### config.mk
export PLATFORM = sky130hd
export DESIGN_NAME = uart_rx_engine
export DESIGN_NICKNAME = d
export VERILOG_FILES = /design/src/rtl/uart_rx_engine.sv
export SDC_FILE = /design/constraint.sdc
export NUM_CORES = 1
export LEC_CHECK = 0
export ABC_AREA = 1
export CAP_MARGIN = 20
export CORE_MARGIN = 3
export CORE_UTILIZATION = 65
export CTS_BUF_LIST = sky130_fd_sc_hd__clkbuf_8
export DETAILED_ROUTE_END_ITERATION = 10
export DONT_BUFFER_PORTS = 1
export GPL_ROUTABILITY_DRIVEN = 0
export GPL_TIMING_DRIVEN = 0
export MAX_ROUTING_LAYER = met4
export PLACE_DENSITY_LB_ADDON = 0.05
export SYNTH_ARGS = -nofsm -noshare
export SYNTH_HDL_FRONTEND = slang
export SYNTH_SLANG_ARGS = --single-unit
### constraint.sdc
create_clock -name clk -period 1.64 [get_ports clk]
set_clock_uncertainty 0.05 [all_clocks]
set_input_delay 0.246 -clock clk [delete_from_list [all_inputs] [get_ports clk]]
set_output_delay 0.246 -clock clk [all_outputs]
set_load 0.01 [all_outputs]
### src/rtl/uart_rx_engine.sv
// UART receive engine: oversampled deframing of start/data/parity/stop bits,
// with a ready/acknowledge handshake and parity, framing and overrun status.
module uart_rx_engine #(
  parameter int OVS = 16
) (
  input  logic       clk,
  input  logic       reset,
  input  logic       rx_sync,
  input  logic       tick,
  input  logic       eight,
  input  logic       pen,
  input  logic       ohel,
  input  logic       rd_ack,
  output logic [7:0] rx_data,
  output logic       rx_rdy,
  output logic       perr,
  output logic       ferr,
  output logic       ovf
);

  localparam int CW = $clog2(OVS);
  localparam logic [CW-1:0] HALF_M1 = CW'(OVS / 2 - 1);
  localparam logic [CW-1:0] FULL_M1 = CW'(OVS - 1);

  localparam logic [2:0] IDLE   = 3'd0;
  localparam logic [2:0] START  = 3'd1;
  localparam logic [2:0] DATA   = 3'd2;
  localparam logic [2:0] PARITY = 3'd3;
  localparam logic [2:0] STOP   = 3'd4;
  localparam logic [2:0] BRK    = 3'd5;

  logic [2:0]    state;
  logic [CW-1:0] tick_cnt;
  logic [2:0]    bit_cnt;
  logic [7:0]    shreg;
  logic          par_acc;
  logic          par_err;

  logic last_bit;
  logic sample_half;
  logic sample_full;
  logic frame_done;

  assign last_bit    = (bit_cnt == (eight ? 3'd7 : 3'd6));
  assign sample_half = tick && (tick_cnt == HALF_M1);
  assign sample_full = tick && (tick_cnt == FULL_M1);
  assign frame_done  = (state == STOP) && sample_full;

  // Deframing FSM; the start sample lands mid-bit, so every later full-period
  // sample is also mid-bit and the stop sample releases IDLE half a bit early.
  always_ff @(posedge clk or posedge reset) begin
    if (reset) begin
      state    <= IDLE;
      tick_cnt <= '0;
      bit_cnt  <= '0;
      shreg    <= '0;
      par_acc  <= 1'b0;
      par_err  <= 1'b0;
    end else begin
      case (state)
        IDLE: begin
          if (!rx_sync) begin
            state    <= START;
            tick_cnt <= '0;
          end
        end
        START: begin
          if (sample_half) begin
            tick_cnt <= '0;
            bit_cnt  <= '0;
            par_acc  <= 1'b0;
            par_err  <= 1'b0;
            state    <= rx_sync ? IDLE : DATA;
          end else if (tick) begin
            tick_cnt <= tick_cnt + 1'b1;
          end
        end
        DATA: begin
          if (sample_full) begin
            tick_cnt <= '0;
            shreg    <= {rx_sync, shreg[7:1]};
            par_acc  <= par_acc ^ rx_sync;
            bit_cnt  <= bit_cnt + 3'd1;
            if (last_bit) state <= pen ? PARITY : STOP;
          end else if (tick) begin
            tick_cnt <= tick_cnt + 1'b1;
          end
        end
        PARITY: begin
          if (sample_full) begin
            tick_cnt <= '0;
            par_err  <= ((par_acc ^ rx_sync) != ohel);
            state    <= STOP;
          end else if (tick) begin
            tick_cnt <= tick_cnt + 1'b1;
          end
        end
        STOP: begin
          if (sample_full) begin
            tick_cnt <= '0;
            state    <= rx_sync ? IDLE : BRK;
          end else if (tick) begin
            tick_cnt <= tick_cnt + 1'b1;
          end
        end
        BRK: begin
          if (rx_sync) state <= IDLE;
        end
        default: state <= IDLE;
      endcase
    end
  end

  // Host-side holding registers; a completing frame takes priority over rd_ack.
  always_ff @(posedge clk or posedge reset) begin
    if (reset) begin
      rx_data <= '0;
      rx_rdy  <= 1'b0;
      perr    <= 1'b0;
      ferr    <= 1'b0;
      ovf     <= 1'b0;
    end else if (frame_done) begin
      rx_data <= eight ? shreg : {1'b0, shreg[7:1]};
      perr    <= par_err;
      ferr    <= ~rx_sync;
      ovf     <= rx_rdy && !rd_ack;
      rx_rdy  <= 1'b1;
    end else if (rd_ack && rx_rdy) begin
      rx_rdy <= 1'b0;
      perr   <= 1'b0;
      ferr   <= 1'b0;
      ovf    <= 1'b0;
    end
  end

endmodule
==> results of run 1 <==
==> sequential cells by signal (all words and copies together) (netlist names) <==
register  cells
par_err       1
state         3
tick_cnt      4
shreg         8
rx_rdy        1
ovf           1
par_acc       1
bit_cnt       3
ferr          1
perr          1
rx_data       8
==> power groups by stage <==
stage               registers, mW  logic (mW)  clock network (mW)
CTS                         0.956       0.838               0.752
global placement            0.964       0.743                   0
finish                      0.966       0.899               0.742
global route                0.971        1.01               0.793
floorplan                   0.949       0.648                   0
detailed placement          0.971       0.811                   0
==> stage by stage <==
step / hold WS, ns / area (um^2) / std cells / setup WS, ns
2_1_floorplan: 0.292 / 1710 / 219 / 0.243
3_3_place_gp: 0.296 / 1740 / 247 / 0.0952
3_5_place_dp: 0.0988 / 1770 / 248 / 0.00816
4_1_cts: 0.00942 / 1900 / 258 / 0.0234
5_1_grt: 0.00409 / 1950 / 262 / -0.0230
6_report: 0.0136 / 1950 / 262 / 0.0582
==> worst max path at each step <==
| stage | from | end | slack [ns] | depth (start not counted) |
|---|---|---|---|---|
| 2_1_floorplan | tick_cnt[0]$_DFFE_PP0P_ | shreg[7]$_DFFE_PP0P_ | 0.24 | 6 |
| 3_3_place_gp | tick_cnt[0]$_DFFE_PP0P_ | rx_data[6]$_DFFE_PP0P_ | 0.1 | 8 |
| 3_5_place_dp | tick_cnt[0]$_DFFE_PP0P_ | rx_data[6]$_DFFE_PP0P_ | 0.008 | 8 |
| 4_1_cts | tick_cnt[0]$_DFFE_PP0P_ | rx_data[6]$_DFFE_PP0P_ | 0.02 | 8 |
| 5_1_grt | state[0]$_DFFE_PP0P_ | state[1]$_DFFE_PP0P_ | -0.02 | 8 |
| 6_report | state[2]$_DFFE_PP0P_ | shreg[1]$_DFFE_PP0P_ | 0.06 | 8 |
==> worst max-delay path: cells and delay by family (launching register included) <==
kind / cells / cell delay (ns)
buf+inv: 3 / 0.39
flops: 1 / 0.43
simple gates: 5 / 0.63
==> cell usage after synthesis (2+ instances only) <==
library cell | instances | area share (%)
inv_4 | 2 | 0.73
o21ai_1 | 4 | 1.2
nand4_1 | 2 | 0.73
dfrtp_1 | 32 | 47
a31oi_1 | 7 | 2.6
o21ai_0 | 10 | 2.9
xnor2_1 | 2 | 1.0
o21ai_2 | 2 | 1.0
inv_1 | 18 | 4.0
inv_2 | 3 | 0.66
nand2_1 | 77 | 17
a21oi_1 | 2 | 0.59
nand2_2 | 4 | 1.5
buf_4 | 3 | 1.3
xor2_1 | 3 | 1.5
nand3_1 | 13 | 3.8
ha_1 | 2 | 1.5
nor2_1 | 21 | 4.6
nor2_2 | 2 | 0.73
nor2_4 | 4 | 2.6
==> timing repair <==
action	CTS	global route
pin swaps	0	2
cloned	0	0
hold endpoints to repair	9	0
setup buffers	0	4
hold buffers	2	0
endpoints found under the setup margin	1	18
gates resized for setup	1	3
==> cell families (layout without fill, tap and decap cells) <==
group           count (synthesis)  in the layout
simple gates                  125            125
flops                          32             32
compound gates                 27             27
buf+inv                        27             42
xor+xnor                        5              5
fa+ha+maj                       2              2
mux                             1              1
==> final cells by class <==
| cell class | instances | area (um^2) | share of cell area, % |
|---|---|---|---|
| timing repair buffer | 7 | 77.6 | 3.99 |
| buffer | 4 | 33.8 | 1.74 |
| clock inverter | 3 | 42.5 | 2.19 |
| tap | 28 | 35.0 | 1.80 |
| clock buffer | 5 | 68.8 | 3.54 |
| multi-input combinational | 160 | 792 | 40.7 |
| inverter | 23 | 93.8 | 4.82 |
| sequential | 32 | 802 | 41.2 |
==> metal layers <==
metal	wire length, um	global-route usage [%]	part of all wire (%)
met1	1560	31.8	39
met2	1890	42.4	47
met3	375	7.01	9.4
met4	152	16.9	3.8
met5	0	-	0
==> summary.txt, run 1 <==
status: finished clean
final core occ: 83.2%
ys async rst share: 100%
post-DR vias/cell: 5.75
number of synthesized flops with an enable pin: 0
worst r2r src: state[2]$_DFFE_PP0P_
layout cell share with drive strength beyond 1: 16.7%
count of different cell masters after synthesis: 26
max incr delay on CP: 0.43 ns
row count: 17
Max Freq: 632 MHz
HP Start: rx_sync
Synth Warn #: 0
Simple-Gate Fraction of Synth Area: 31.8%
I/O Pins: 20
Final Power: 2.61 mW
Port Buffers: 0
H-tree levels: 2
die height: 57.2 um
Fillers: 145
core footprint: 2340 um^2
setup slack, reg-to-reg: 0.06 ns
Hold Path Sink: ferr$_DFFE_PP0P_
Leak: 0.985 nW
DPL Wire Length: 2.82 mm
clock latency on the worst-skew pair: 0.29 ns
Critical Path Start Type: register
setup TNS: 0 ns
synthesized area per cell: 7.79 um^2
Critical Path RT: 1.81 ns
clock tree buffer depth: 2
most frequent cells in the layout: nand2_1 (77), dfrtp_1 (31), nor2_1 (21), inv_1 (18), nand3_1 (13)
die area: 3270 um^2
Synth Area in Adders: 1.47%
kind of critical path: register to register
first-pass iteration count of the detailed router: 4
Fin. Hold Viols: 0
worst r2r dst: shreg[1]$_DFFE_PP0P_
Synth Area in Compound Gates: 9.17%
post-synthesis sequential area ratio: 47.0%
GRT Residual Overflow: 0
Max-Cap Viols: 0
ys flop type: dfrtp_1
mux contribution to synthesized area: 0.660%
first-pass GRT wire length: 6.56 mm
CTS tree: yes
Detailed Route WL: 3.98 mm
XOR/XNOR Fraction of Synth Area: 2.57%
clk root buf: clkbuf_8
Post-route DRC: 0
maximum vdd ir drop: 1.08 mV
Mapped Nets: 229
critical-path maximum fanout: 9
crit path cell chain: inv_4, nand2_2, nor2_4, inv_2, nor2_4, buf_4, nand2_1, nand2_1
worst hold stages: 1
CP arrival: 1.75 ns
max-slew violations: 0
Synth Register Bits: 32
Die W: 57.2 um
CTS Buf Count: 5
final setup violation count: 0
PD cells: 1340 nW/um^2
Worst Tran Pin Value: 0.431 ns
largest family of logic cells by synthesized area: simple AND/OR/NAND/NOR gates
Sw Share: 37.8%
post-synthesis cell count: 219
P_sw: 0.985 mW
clk sinks: 32
Final nets: 243
initial antenna violation count: 0
Reg power frac: 37.1%
vias: 1507
Initial Utilization: 72.9%
largest net degree at the start of global routing: 25
Slowest cell on crit path: dfrtp_1
post-route ant nets: 0
clock power share: 28.5%
area grow syn2layout: 14.1%
Inserted Diodes: 0
DR WL/cell: 15.2 um
Internal: 1.62 mW
Hold Crit Class: input port to register
Comb power frac: 34.5%
clock-pin transition on the worst setup and hold timing paths: 0.07 ns
crit end category: register
fin crit share: 96.5%
total track usage: 27.4%
max_slew headroom: 71.3%
Worst Reg2Reg Path Length in Cells: 8
Iter 0 DRT Violations: 138
fin crit period: 1.58 ns
commonest non-fill, non-tap cell in the layout: nand2_1
Mapped Area: 1710 um^2
vias in the first global route: 1434
Note: power is estimated with default switching activity, not from simulation.
==> run 2, diff against run 1 <==
GPL_ROUTABILITY_DRIVEN = default   (was 0)
==> results of run 2 <==
Same layout as run 1: the final DEF is identical, and so are final timing and power.
